## config.mk

```make
export PLATFORM = sky130hd
export DESIGN_NAME = alu_muldiv_flat
export DESIGN_NICKNAME = d
export VERILOG_FILES = /design/src/rtl/alu_muldiv_if.sv /design/src/rtl/alu_muldiv.sv /design/src/flat_wrapper.sv
export SDC_FILE = /design/constraint.sdc
export NUM_CORES = 1
export LEC_CHECK = 0
export BUFFER_PORTS_ARGS = -buffer_cell sky130_fd_sc_hd__buf_4
export CAP_MARGIN = 20
export CELL_PAD_IN_SITES_DETAIL_PLACEMENT = 0
export CELL_PAD_IN_SITES_GLOBAL_PLACEMENT = 1
export CORE_MARGIN = 1
export CORE_UTILIZATION = 45
export CTS_BUF_LIST = sky130_fd_sc_hd__clkbuf_16
export CTS_CLUSTER_DIAMETER = 120
export CTS_CLUSTER_SIZE = 14
export DETAILED_ROUTE_END_ITERATION = 8
export PLACE_DENSITY_LB_ADDON = 0.15
export REMOVE_ABC_BUFFERS = 1
export SYNTH_ARGS = -nofsm -noshare
export SYNTH_HDL_FRONTEND = slang
export SYNTH_SLANG_ARGS = --single-unit
```

## constraint.sdc

```tcl
create_clock -name clk -period 5.4 [get_ports clk]
set_input_delay 0.27 -clock clk [delete_from_list [all_inputs] [get_ports clk]]
set_output_delay 0.27 -clock clk [all_outputs]
set_load 0.005 [all_outputs]
```

## src/rtl/alu_muldiv_if.sv

```systemverilog
// Operand/result bundle for alu_muldiv: EX-stage operands, ctrl/start handshake,
// combinational result flags and the HI/LO multiply/divide results.
interface alu_muldiv_if #(
  parameter int unsigned WIDTH = 32
);
  logic [WIDTH-1:0] in_1;
  logic [WIDTH-1:0] in_2;
  logic [3:0]       ctrl;
  logic             start;
  logic [WIDTH-1:0] result;
  logic             zero;
  logic             overflow;
  logic             busy;
  logic             done;
  logic [WIDTH-1:0] hi;
  logic [WIDTH-1:0] lo;

  modport master (
    output in_1, in_2, ctrl, start,
    input  result, zero, overflow, busy, done, hi, lo
  );

  modport slave (
    input  in_1, in_2, ctrl, start,
    output result, zero, overflow, busy, done, hi, lo
  );
endinterface

```

## src/rtl/alu_muldiv.sv

```systemverilog
// MIPS EX-stage ALU: single-cycle logic/arith/compare ops plus an iterative
// unsigned MULTU/DIVU unit (one bit per cycle) writing HI/LO on completion.
module alu_muldiv #(
  parameter int unsigned WIDTH = 32
) (
  input logic         clk,
  input logic         rst_n,
  alu_muldiv_if.slave bus
);
  localparam int unsigned CW = $clog2(WIDTH + 1);

  typedef enum logic [1:0] {IDLE, MUL, DIV} state_t;

  state_t           state, state_nxt;
  logic [CW-1:0]    cnt;
  logic [WIDTH-1:0] opnd, work_hi, work_lo;
  logic [WIDTH-1:0] hi_q, lo_q;
  logic             done_q;
  logic             busy;
  logic             accept_mul, accept_div, last;
  logic [WIDTH:0]   mul_sum, div_shift, div_diff;
  logic [WIDTH-1:0] nxt_hi, nxt_lo;
  logic [WIDTH-1:0] sum, diff, result;
  logic             overflow;

  assign accept_mul = (state == IDLE) && bus.start && (bus.ctrl == 4'b1000);
  assign accept_div = (state == IDLE) && bus.start && (bus.ctrl == 4'b1001);
  assign last       = (cnt == CW'(1));

  always_ff @(posedge clk or negedge rst_n) begin
    if (!rst_n) state <= IDLE;
    else        state <= state_nxt;
  end

  always_comb begin
    state_nxt = state;
    unique case (state)
      IDLE: begin
        if (accept_mul)      state_nxt = MUL;
        else if (accept_div) state_nxt = DIV;
      end
      MUL, DIV: if (last) state_nxt = IDLE;
      default:  state_nxt = IDLE;
    endcase
  end

  always_comb begin
    busy = (state != IDLE);
  end

  // work_hi:work_lo is the product accumulator (MUL) or remainder:quotient (DIV);
  // opnd holds the latched multiplicand or divisor.
  always_comb begin
    mul_sum   = {1'b0, work_hi} + (work_lo[0] ? {1'b0, opnd} : '0);
    div_shift = {work_hi, work_lo[WIDTH-1]};
    div_diff  = div_shift - {1'b0, opnd};
    if (state == MUL) begin
      {nxt_hi, nxt_lo} = {mul_sum, work_lo[WIDTH-1:1]};
    end else begin
      nxt_hi = div_diff[WIDTH] ? div_shift[WIDTH-1:0] : div_diff[WIDTH-1:0];
      nxt_lo = {work_lo[WIDTH-2:0], ~div_diff[WIDTH]};
    end
  end

  always_ff @(posedge clk or negedge rst_n) begin
    if (!rst_n) begin
      cnt     <= '0;
      opnd    <= '0;
      work_hi <= '0;
      work_lo <= '0;
      hi_q    <= '0;
      lo_q    <= '0;
      done_q  <= 1'b0;
    end else begin
      done_q <= 1'b0;
      if (accept_mul) begin
        opnd    <= bus.in_1;
        work_hi <= '0;
        work_lo <= bus.in_2;
        cnt     <= CW'(WIDTH);
      end else if (accept_div) begin
        opnd    <= bus.in_2;
        work_hi <= '0;
        work_lo <= bus.in_1;
        cnt     <= CW'(WIDTH);
      end else if (busy) begin
        work_hi <= nxt_hi;
        work_lo <= nxt_lo;
        cnt     <= cnt - CW'(1);
        if (last) begin
          hi_q   <= nxt_hi;
          lo_q   <= nxt_lo;
          done_q <= 1'b1;
        end
      end
    end
  end

  assign sum  = bus.in_1 + bus.in_2;
  assign diff = bus.in_1 - bus.in_2;

  always_comb begin
    result   = '0;
    overflow = 1'b0;
    unique case (bus.ctrl)
      4'b0000: result = bus.in_1 & bus.in_2;
      4'b0001: result = bus.in_1 | bus.in_2;
      4'b0010: begin
        result   = sum;
        overflow = (bus.in_1[WIDTH-1] == bus.in_2[WIDTH-1]) && (sum[WIDTH-1] != bus.in_1[WIDTH-1]);
      end
      4'b0110: begin
        result   = diff;
        overflow = (bus.in_1[WIDTH-1] != bus.in_2[WIDTH-1]) && (diff[WIDTH-1] != bus.in_1[WIDTH-1]);
      end
      4'b0111: result = {{(WIDTH-1){1'b0}}, $signed(bus.in_1) < $signed(bus.in_2)};
      4'b0101: result = {{(WIDTH-1){1'b0}}, bus.in_1 < bus.in_2};
      4'b1100: result = ~(bus.in_1 | bus.in_2);
      4'b1110: result = hi_q;
      4'b1111: result = lo_q;
      default: result = '0;
    endcase
  end

  assign bus.result   = result;
  assign bus.zero     = (result == '0);
  assign bus.overflow = overflow;
  assign bus.busy     = busy;
  assign bus.done     = done_q;
  assign bus.hi       = hi_q;
  assign bus.lo       = lo_q;
endmodule

```

## src/flat_wrapper.sv

```systemverilog
// flat-port wrapper written by rule: the top's interface ports become plain ports
module alu_muldiv_flat 
#(
  parameter int unsigned WIDTH = 32
)
  (clk, rst_n, bus_in_1, bus_in_2, bus_ctrl, bus_start, bus_result, bus_zero, bus_overflow, bus_busy, bus_done, bus_hi, bus_lo);
  alu_muldiv_if #(.WIDTH(WIDTH)) bus_i ();
  input logic clk;
  input logic rst_n;
  input wire logic [$bits(bus_i.in_1)-1:0] bus_in_1;
  input wire logic [$bits(bus_i.in_2)-1:0] bus_in_2;
  input wire logic [$bits(bus_i.ctrl)-1:0] bus_ctrl;
  input wire logic [$bits(bus_i.start)-1:0] bus_start;
  output wire logic [$bits(bus_i.result)-1:0] bus_result;
  output wire logic [$bits(bus_i.zero)-1:0] bus_zero;
  output wire logic [$bits(bus_i.overflow)-1:0] bus_overflow;
  output wire logic [$bits(bus_i.busy)-1:0] bus_busy;
  output wire logic [$bits(bus_i.done)-1:0] bus_done;
  output wire logic [$bits(bus_i.hi)-1:0] bus_hi;
  output wire logic [$bits(bus_i.lo)-1:0] bus_lo;
  assign bus_i.in_1 = bus_in_1;
  assign bus_i.in_2 = bus_in_2;
  assign bus_i.ctrl = bus_ctrl;
  assign bus_i.start = bus_start;
  assign bus_result = bus_i.result;
  assign bus_zero = bus_i.zero;
  assign bus_overflow = bus_i.overflow;
  assign bus_busy = bus_i.busy;
  assign bus_done = bus_i.done;
  assign bus_hi = bus_i.hi;
  assign bus_lo = bus_i.lo;
  alu_muldiv #(.WIDTH(WIDTH)) u_core (.clk(clk), .rst_n(rst_n), .bus(bus_i));
endmodule
```

Word level (Yosys, flattened, before mapping):

Cells that the tools add are included.

* register bits after elaboration: 169
* input port bits: 71
* logic and storage cells: 79

* equality and inequality tests: 19
* $lt $le $gt $ge: 2
* muxes and demuxes: 25
* bitwise logic cells: 6
* $add $sub $neg: 5
* reductions and logical operators: 14

Operator list (count)
* $mux 32: 12
* $pmux 32 s9: 1
* $lt 32x32->1: 2
* $add 32x33->33: 1
* $sub 33x32->33: 1
* $add 32x32->32: 1
* $and 32x32->32: 1
* $logic_not 32->1: 1
* $not 32->32: 1
* $or 32x32->32: 1
* $sub 32x32->32: 1
* $eq 4x4->1 const B: 5
* $mux 6: 3
* $eq 4x3->1 const B: 3
* $eq 6x1->1 const B: 1
* $mux 2: 3
* $sub 6x1->6 const B: 1
* $logic_and 1x1->1: 5
* $eq 4x1->1 const B: 1
* $eq 4x2->1 const B: 1
* $logic_not 4->1: 1
* $mux 1: 4
* $pmux 2 s2: 1
* $reduce_and 4->1: 1
* 13 further kinds: 18

Depth between registers and ports, before layout:

Gate-level depths: netlist of the first run.

* depth in word-level cells: 6
* depth in mapped cells: 16

Worst setup path before layout of the first run:

Ideal clock, no wire load.

* path kind: input to output
* start: input port bus_in_1[0]
* end: output port bus_zero
* slack: 1.136 ns
* path buffers: 0
* stages: 14
* required time: 5.130 ns
* arrival: 3.994 ns
* cell sequence: inv_1 -> ha_1 -> fa_1 -> o21ba_1 -> or4_4 -> a311oi_4 -> nor2_2 -> o311a_4 -> o311a_1 -> nor3b_2 -> a2bb2oi_1 -> or4_1 -> or4_1 -> nor4_2

* elaborated cells on any way between the ends: 9

RTL lines
* start, declared: RTL line flat_wrapper.sv:10 `input wire logic [$bits(bus_i.in_1)-1:0] bus_in_1;`
* $sub 32x32->32 / $add 32x32->32 (equally long branches): RTL line alu_muldiv.sv:100, alu_muldiv.sv:99
* $pmux 32 s9 (*): RTL line alu_muldiv.sv:105 `unique case (bus.ctrl)`
* named net bus_result[26]: RTL line flat_wrapper.sv:14 `output wire logic [$bits(bus_i.result)-1:0] bus_result;`
* $logic_not 32->1 (*): RTL line alu_muldiv.sv:126 `assign bus.zero = (result == '0);`
* end, declared: RTL line flat_wrapper.sv:15 `output wire logic [$bits(bus_i.zero)-1:0] bus_zero;`

Mark *: on every way through the listed nets, which the timed path passes. The rest lies on a longest branch.

Worst setup path in the final report of the first run:

* start: input port bus_in_1[0]
* end: output port bus_zero

* longest elaborated chain between the ends: 4
* elaborated cells on any way between the ends: 9

Ends and longest elaborated chain (RTL line)
* branches (longest 2 deep; another with $sub 32x32->32)
* $pmux 32 s9 (*): alu_muldiv.sv:105
* $logic_not 32->1 (*): alu_muldiv.sv:126

Every way passes the cells marked *.

==> run_results.csv, run 1 <==
group,metric,value,unit
worst_setup_path,worstPathMaxFanout,4,
global_routing,antenna_found_initial,3,
placement,hpwl,51100,um
run,drv_cap,0,
die,fp.dieW,198,um
layout,area_delta_synth_final,14.1,%
global_routing,grt_pass1_vias,16300,
synth,ys.flop_type,"dfrtp_1",
layout,ff_latch_area,4230,um2
synth,synth_top_area_cell,"dfrtp_1",
clock_tree,h-tree-depth,4,
drt,vias,17800,
clock_tree,clk_pin_slew,80,ps
worst_setup_path,slowest_stage,"or4b_1",
placement,io_buffer_count,170,
synth,yosysUniqueCellTypes,89,
clock_tree,cts_resized,0,
worst_setup_path,critPathKind,"input pin to output port",
clock_tree,clockBufferDepth,2,
timing,holdWs,84.6,ps
synth,synthArstFlopShare,1.00,
synth,synth_area_per_cell,7.58,um2
worst_setup_path,required,5130,ps
timing,slew_headroom,0.291,
die,core_area,37700,um2
drt,vias_per_cell,6.15,
pwr,peakVddDrop,0.276,mV
status,status,"completed",
worst_setup_path,cp.arrival,4710,ps
layout,final_nets,2614,
pwr,finalPower,3.37,mW
placement,place_congestion,0.975,
drt,drtIter0Drc,1851,
placement,postPlaceCellArea,19000,um2
synth,synth_edf_count,0,
timing,finClkSkew,12.7,ps
layout,fillers,3743,
worst_hold_path,hp-class,"input pin to flip-flop",
global_routing,grt_pass1_wl,101000,um
global_routing,grt.total_usage,0.345,
timing,fmax,0.201,GHz
clock_tree,post_cts_buffers,0,
worst_setup_path,critPathCaptureType,"output port",
synth,yosys_warnings,0,
die,dieArea,39100,um2
timing,drv_slew,0,
synth,syn_area,17200,um2
synth,synth_area_leaders,"dfrtp_1 (25%), ha_1 (12%), o21ai_0 (5.8%)",
clock_tree,clock-sinks,169,
layout,multi_input_area,12000,um2
layout,layout.cells.most_common,"nand2_1",
worst_setup_path,crit_chain,"buf_4, inv_1, ha_1, fa_1, o21ba_1, or4_4, a311oi_4, o21ai_0, o2111ai_1, a32oi_1, a21o_1, or4b_1, or4_1, or4_1, nor4_2, buf_4",
global_routing,grt.overflow.total,0,
die,row_count,71,
timing,post-route-min-period,4980,ps
timing,rsz0062_at_grt,"false",
pwr,power_leakage,9.53,nW
synth,synth_seq_cells,169,
layout,finalInstanceArea,19700,um2
clock_tree,clock_latency,470,ps
die,start_util,0.458,
drt,drc,0,
layout,layout_common_cells,"nand2_1 (244), nor2_1 (242), buf_4 (206)",
timing,timing.final.crit_share,0.923,
layout,drive_above_1_share,0.126,
worst_setup_path,slowest_delay,560,ps
drt,wire_per_inst,23.3,um
global_routing,grt_max_degree,93,
timing,setup_viol,0,
timing,tightest_slew,1060,ps
clock_tree,clockRootBuffer,"clkbuf_16",
pwr,power.density,171,nW/um2
drt,dr.pass1.iters,6,
worst_setup_path,startpoint_type,"input pin",
timing,hold_viol_final,0,
die,io_pins,171,
die,die_y,198,um
synth,yosysSeqAreaShare,0.245,
drt,antenna_left,0,
synth,synth_cells,2274,
clock_tree,cts_hold_buf,1,
synth,yosysTopAreaCellShare,0.245,
drt,routed_wl,67600,um
clock_tree,cts_buffers,17,
clock_tree,cts_tree,"yes",
==> where the power goes <==
part | internal, mW | switching [mW]
Clock | 0.672 | 0.663
Sequential | 1.26 | 0
Combinational | 0.286 | 0.485
==> cell type report <==
cell class	instances	share of cell area
multi-input cells	1824	0.611
flip-flops and latches	169	0.215
repair buffers	210	0.0810
well taps	511	0.0325
inverters	150	0.0286
clock buffers	17	0.0216
clock inverters	15	0.00998
diodes	3	0.000381
==> cells in the mapped netlist (5+ instances only) <==
cell         n
or3_1       11
a211oi_1    59
o22ai_1      8
buf_2        7
nand2_1    246
o21bai_1    19
buf_1       13
or2_2        6
a221o_1     10
a31oi_1     49
nand3_1     46
nand2b_1    21
nand4_1     16
o31ai_1     15
and3_1      18
a211o_1     12
o221ai_1     5
a222oi_1    11
inv_1      150
xnor2_1     45
a221oi_1    17
or4_1        6
o2111ai_1    5
nor4_1       8
nand3b_1     5
a2111oi_0    6
o211ai_1    18
a22oi_1     18
o211a_1      5
ha_1       167
nor3b_1      7
dfrtp_1    169
and2_1      42
a21o_1      35
a21oi_1    194
o21ai_0    199
nor2_1     243
o21a_1      18
nor2b_1     20
xor2_1      18
clkbuf_1   109
mux2i_1     58
nor3_1      31
o221a_2      6
mux2_2      15
==> metal layers <==
layer,global-route usage,routed length [um],up-vias
met3,0.0852,6720,80
li1,-,-,8392
met4,0.0847,1430,0
met1,0.496,30600,8583
met2,0.513,28900,787
met5,0,0,-
==> sequential cells by signal, summed over array words and instances (netlist names) <==
name	cells
u_core.bus.hi	32
u_core.bus.lo	32
u_core.opnd	32
u_core.work_hi	32
u_core.work_lo	32
u_core.cnt	6
u_core.state	2
u_core.bus.done	1
==> kinds of logic (layout without fill, tap and decap cells) <==
kind of cell	count (synthesis)	count (layout)	synth area share
AOI/OAI and AO/OA	773	773	0.293
and+or+nand+nor	744	744	0.198
buffers and inverters	281	392	0.0625
adders and majority gates	171	171	0.126
DFF	169	169	0.245
muxes	73	73	0.0435
xor gates and xnor gates	63	63	0.0320
other	0	3	0
==> final timing paths <==
kind	startpoint	to	slack [ps]	depth (start not counted)
max in group asynchronous	rst_n	u_core.work_hi[2]	3710	3
hold / removal	bus_in_2[5]	u_core.opnd[5]	80	3
setup reg to reg	u_core.work_lo[0]	u_core.bus.hi[31]	700	14
min in group asynchronous	rst_n	u_core.opnd[24]	310	2
hold reg to reg	u_core.bus.lo[12]	u_core.bus.lo[12]	520	2
setup / recovery	bus_in_1[0]	bus_zero	420	16
==> worst max-delay path, delay by kind of cell <==
kind | cells | cell delay, ps
AO/OA/AOI/OAI | 6 | 1310
AND/OR/NAND/NOR | 5 | 2200
adder cells (fa/ha/maj) | 2 | 630
buffers and inverters | 3 | 300
==> metrics by stage <==
step | worst slack [ps] | std cells | util | TNS [ps]
5_1_grt | 192 | 2898 | 0.523 | 0
3_5_place_dp | 510 | 2862 | 0.506 | 0
2_1_floorplan | -950 | 2143 | - | -58540
4_1_cts | 483 | 2895 | 0.522 | 0
6_report | 417 | 2899 | 0.523 | 0
3_3_place_gp | 544 | 2862 | 0.506 | 0
(Power assumes the default switching activity.)
==> run 2, diff against run 1 <==
--- a/config.mk
+++ b/config.mk
@@ -18,3 +18,2 @@
 export PLACE_DENSITY_LB_ADDON = 0.15
-export REMOVE_ABC_BUFFERS = 1
 export SYNTH_ARGS = -nofsm -noshare
==> constraint.sdc (replaced) <==
create_clock -name clk -period 5.4 [get_ports clk]
set_input_delay 0.81 -clock clk [delete_from_list [all_inputs] [get_ports clk]]
set_output_delay 0.81 -clock clk [all_outputs]
set_load 0.005 [all_outputs]
==> run 2 against run 1 <==
Against the previous run:
- the run now ends with setup timing left
- register-to-register slack gained 50 ps
- clock power shrank 9.8%
- design area up 7.7%
- clock skew fell by 0.77 ps
- global-route usage decreased by 0.44 points
- wire length fell by 2.0%
- hold slack gained 340 ps
- critical endpoint unchanged
==> run_results.csv, run 2 (synthesized netlist as in run 1, its figures left out) <==
group,metric,value,unit
status,status,"finished with violations",
status,violations,"setup timing",
layout,ff_latch_area,4230,um2
drt,routed_wl,66300,um
die,io_pins,171,
pwr,peakVddDrop,0.173,mV
worst_setup_path,startpoint_type,"input pin",
die,fp.dieW,198,um
placement,placed_cells,3059,
clock_tree,clockRootBuffer,"clkbuf_16",
worst_setup_path,crit_family,"simple AND/OR/NAND/NOR gates",
global_routing,antenna_found_initial,1,
clock_tree,clockBufferDepth,2,
pwr,power.density,161,nW/um2
worst_setup_path,critPathKind,"input pin to output port",
placement,place_congestion,1.06,
timing,slew_headroom,0.381,
global_routing,grt.total_usage,0.341,
worst_setup_path,critPathCaptureType,"output port",
clock_tree,cts_hold_buf,0,
worst_setup_path,critPathBufInv,5,
die,row_count,71,
clock_tree,clk_pin_slew,70,ps
timing,tightest_slew,924,ps
drt,vias,18500,
worst_setup_path,cp.arrival,4880,ps
placement,io_buffer_count,170,
layout,multi_input_area,12100,um2
die,start_util,0.458,
placement,hpwl,52100,um
pwr,p_comb_frac,0.277,
clock_tree,cts_buffers,17,
worst_setup_path,slowest_delay,570,ps
layout,final_nets,2813,
worst_hold_path,hp-class,"input pin to async pin",
layout,layout_common_cells,"buf_4 (403), nand2_1 (244), nor2_1 (243)",
drt,wire_per_inst,21.4,um
global_routing,grt_max_degree,112,
timing,fmax,0.176,GHz
die,core_area,37700,um2
layout,drive_above_1_share,0.197,
run,drv_cap,0,
timing,finClkSkew,11.9,ps
pwr,net-switching-power,1.08,mW
drt,drtIter0Drc,1662,
timing,setup_viol,1,
timing,post-route-min-period,5690,ps
timing,rsz0062_at_grt,"true",
global_routing,grt_pass1_vias,17300,
drt,dr.pass1.iters,6,
clock_tree,clock-sinks,169,
pwr,power_leakage,10.5,nW
drt,drc,0,
layout,area_delta_synth_final,23.0,%
worst_setup_path,crit_chain,"buf_4, buf_4, inv_1, buf_4, fa_2, nor2b_2, o2111a_1, or4_4, a31oi_4, o2111a_1, a32oi_1, a21o_1, or4b_4, or4_1, or4_4, nor4_2, buf_4",
die,die_y,198,um
clock_tree,cts_tree,"yes",
worst_setup_path,slowest_stage,"or4_4",
global_routing,grt.overflow.total,0,
pwr,p_seq_frac,0.371,
worst_setup_path,worstPathMaxFanout,4,
layout,fin_cells,3096,
global_routing,grt_pass1_wl,102000,um
layout,fillers,3710,
synth,syn-num-nets,2516,
layout,layout.cells.most_common,"buf_4",
timing,drv_slew,0,
drt,antenna_left,0,
worst_setup_path,cpMostUsedCell,"buf_4",
worst_setup_path,required,4590,ps
pwr,switching_share,0.317,
pwr,clockPowerShare,0.352,
clock_tree,clock_latency,450,ps
die,dieArea,39100,um2
drt,vias_per_cell,5.98,
timing,timing.final.crit_share,1.05,
pwr,p_int,2.33,mW
timing,hold_viol_final,0,
placement,pre_cts_ws,-614,ps
clock_tree,h-tree-depth,4,
timing,final.setup.worst_slack,-294,ps
[run 2: per-layer routing]
metal / global-route usage / routed length [um] / vias to the layer above
li1: - / - / 8799
met1: 0.509 / 31300 / 8918
met2: 0.510 / 28300 / 714
met3: 0.0421 / 5010 / 82
met4: 0.0956 / 1630 / 0
met5: 0 / 0 / -
[run 2: worst register-to-register path: cells and delay by family (launching register included)]
family | cells | cell delay (ps)
AO/OA/AOI/OAI | 9 | 2290
adder cells (fa/ha/maj) | 2 | 700
buffers and inverters | 4 | 690
flip-flops | 1 | 430
multiplexers | 1 | 400
[run 2: metrics by stage]
| step | power (mW) | setup TNS, ps | utilization | instance area, um2 | hold WS, ps |
|---|---|---|---|---|---|
| floorplan | 1.72 | 0 | - | 17200 | 474 |
| global placement | 2.20 | -551 | 0.545 | 20500 | 488 |
| detailed placement | 2.21 | -614 | 0.545 | 20500 | 500 |
| CTS | 3.42 | -271 | 0.562 | 21200 | 483 |
| global route | 3.55 | -363 | 0.563 | 21200 | 515 |
| finish | 3.41 | -294 | 0.563 | 21200 | 421 |
[run 2: final timing paths]
path	cells after the start	startpoint	slack [ps]	end
max reg2reg	16	u_core.work_lo[31]	750	u_core.work_hi[21]
min	1	rst_n	420	u_core.bus.lo[23]
min reg2reg	2	u_core.bus.lo[9]	510	u_core.bus.lo[9]
max	17	bus_in_2[1]	-290	bus_zero
min in group clk	2	u_core.bus.lo[9]	510	u_core.bus.lo[9]
max in group asynchronous	2	rst_n	3710	u_core.bus.lo[2]
[run 2: repair_timing]
action                     CTS  global route
setup buffers                3             0
gates cloned                 0             0
setup endpoints to repair    1             1
pin swaps                   12             0
gates resized for setup     12             2
[run 2: power by group through the flow]
stage	sequential (mW)	combinational (mW)	clock, mW
finish	1.27	0.946	1.20
detailed placement	1.29	0.918	0
global route	1.26	1.02	1.27
floorplan	1.29	0.434	0
CTS	1.27	0.930	1.22
global placement	1.29	0.914	0
[run 2: layout make-up]
| class | count | share of cell area |
|---|---|---|
| clock buffer | 17 | 0.0201 |
| tap | 511 | 0.0301 |
| inverter | 150 | 0.0265 |
| clock inverter | 15 | 0.00649 |
| timing repair buffer | 409 | 0.148 |
| antenna | 1 | 0.000118 |
| multi-input combinational | 1824 | 0.569 |
| sequential | 169 | 0.199 |
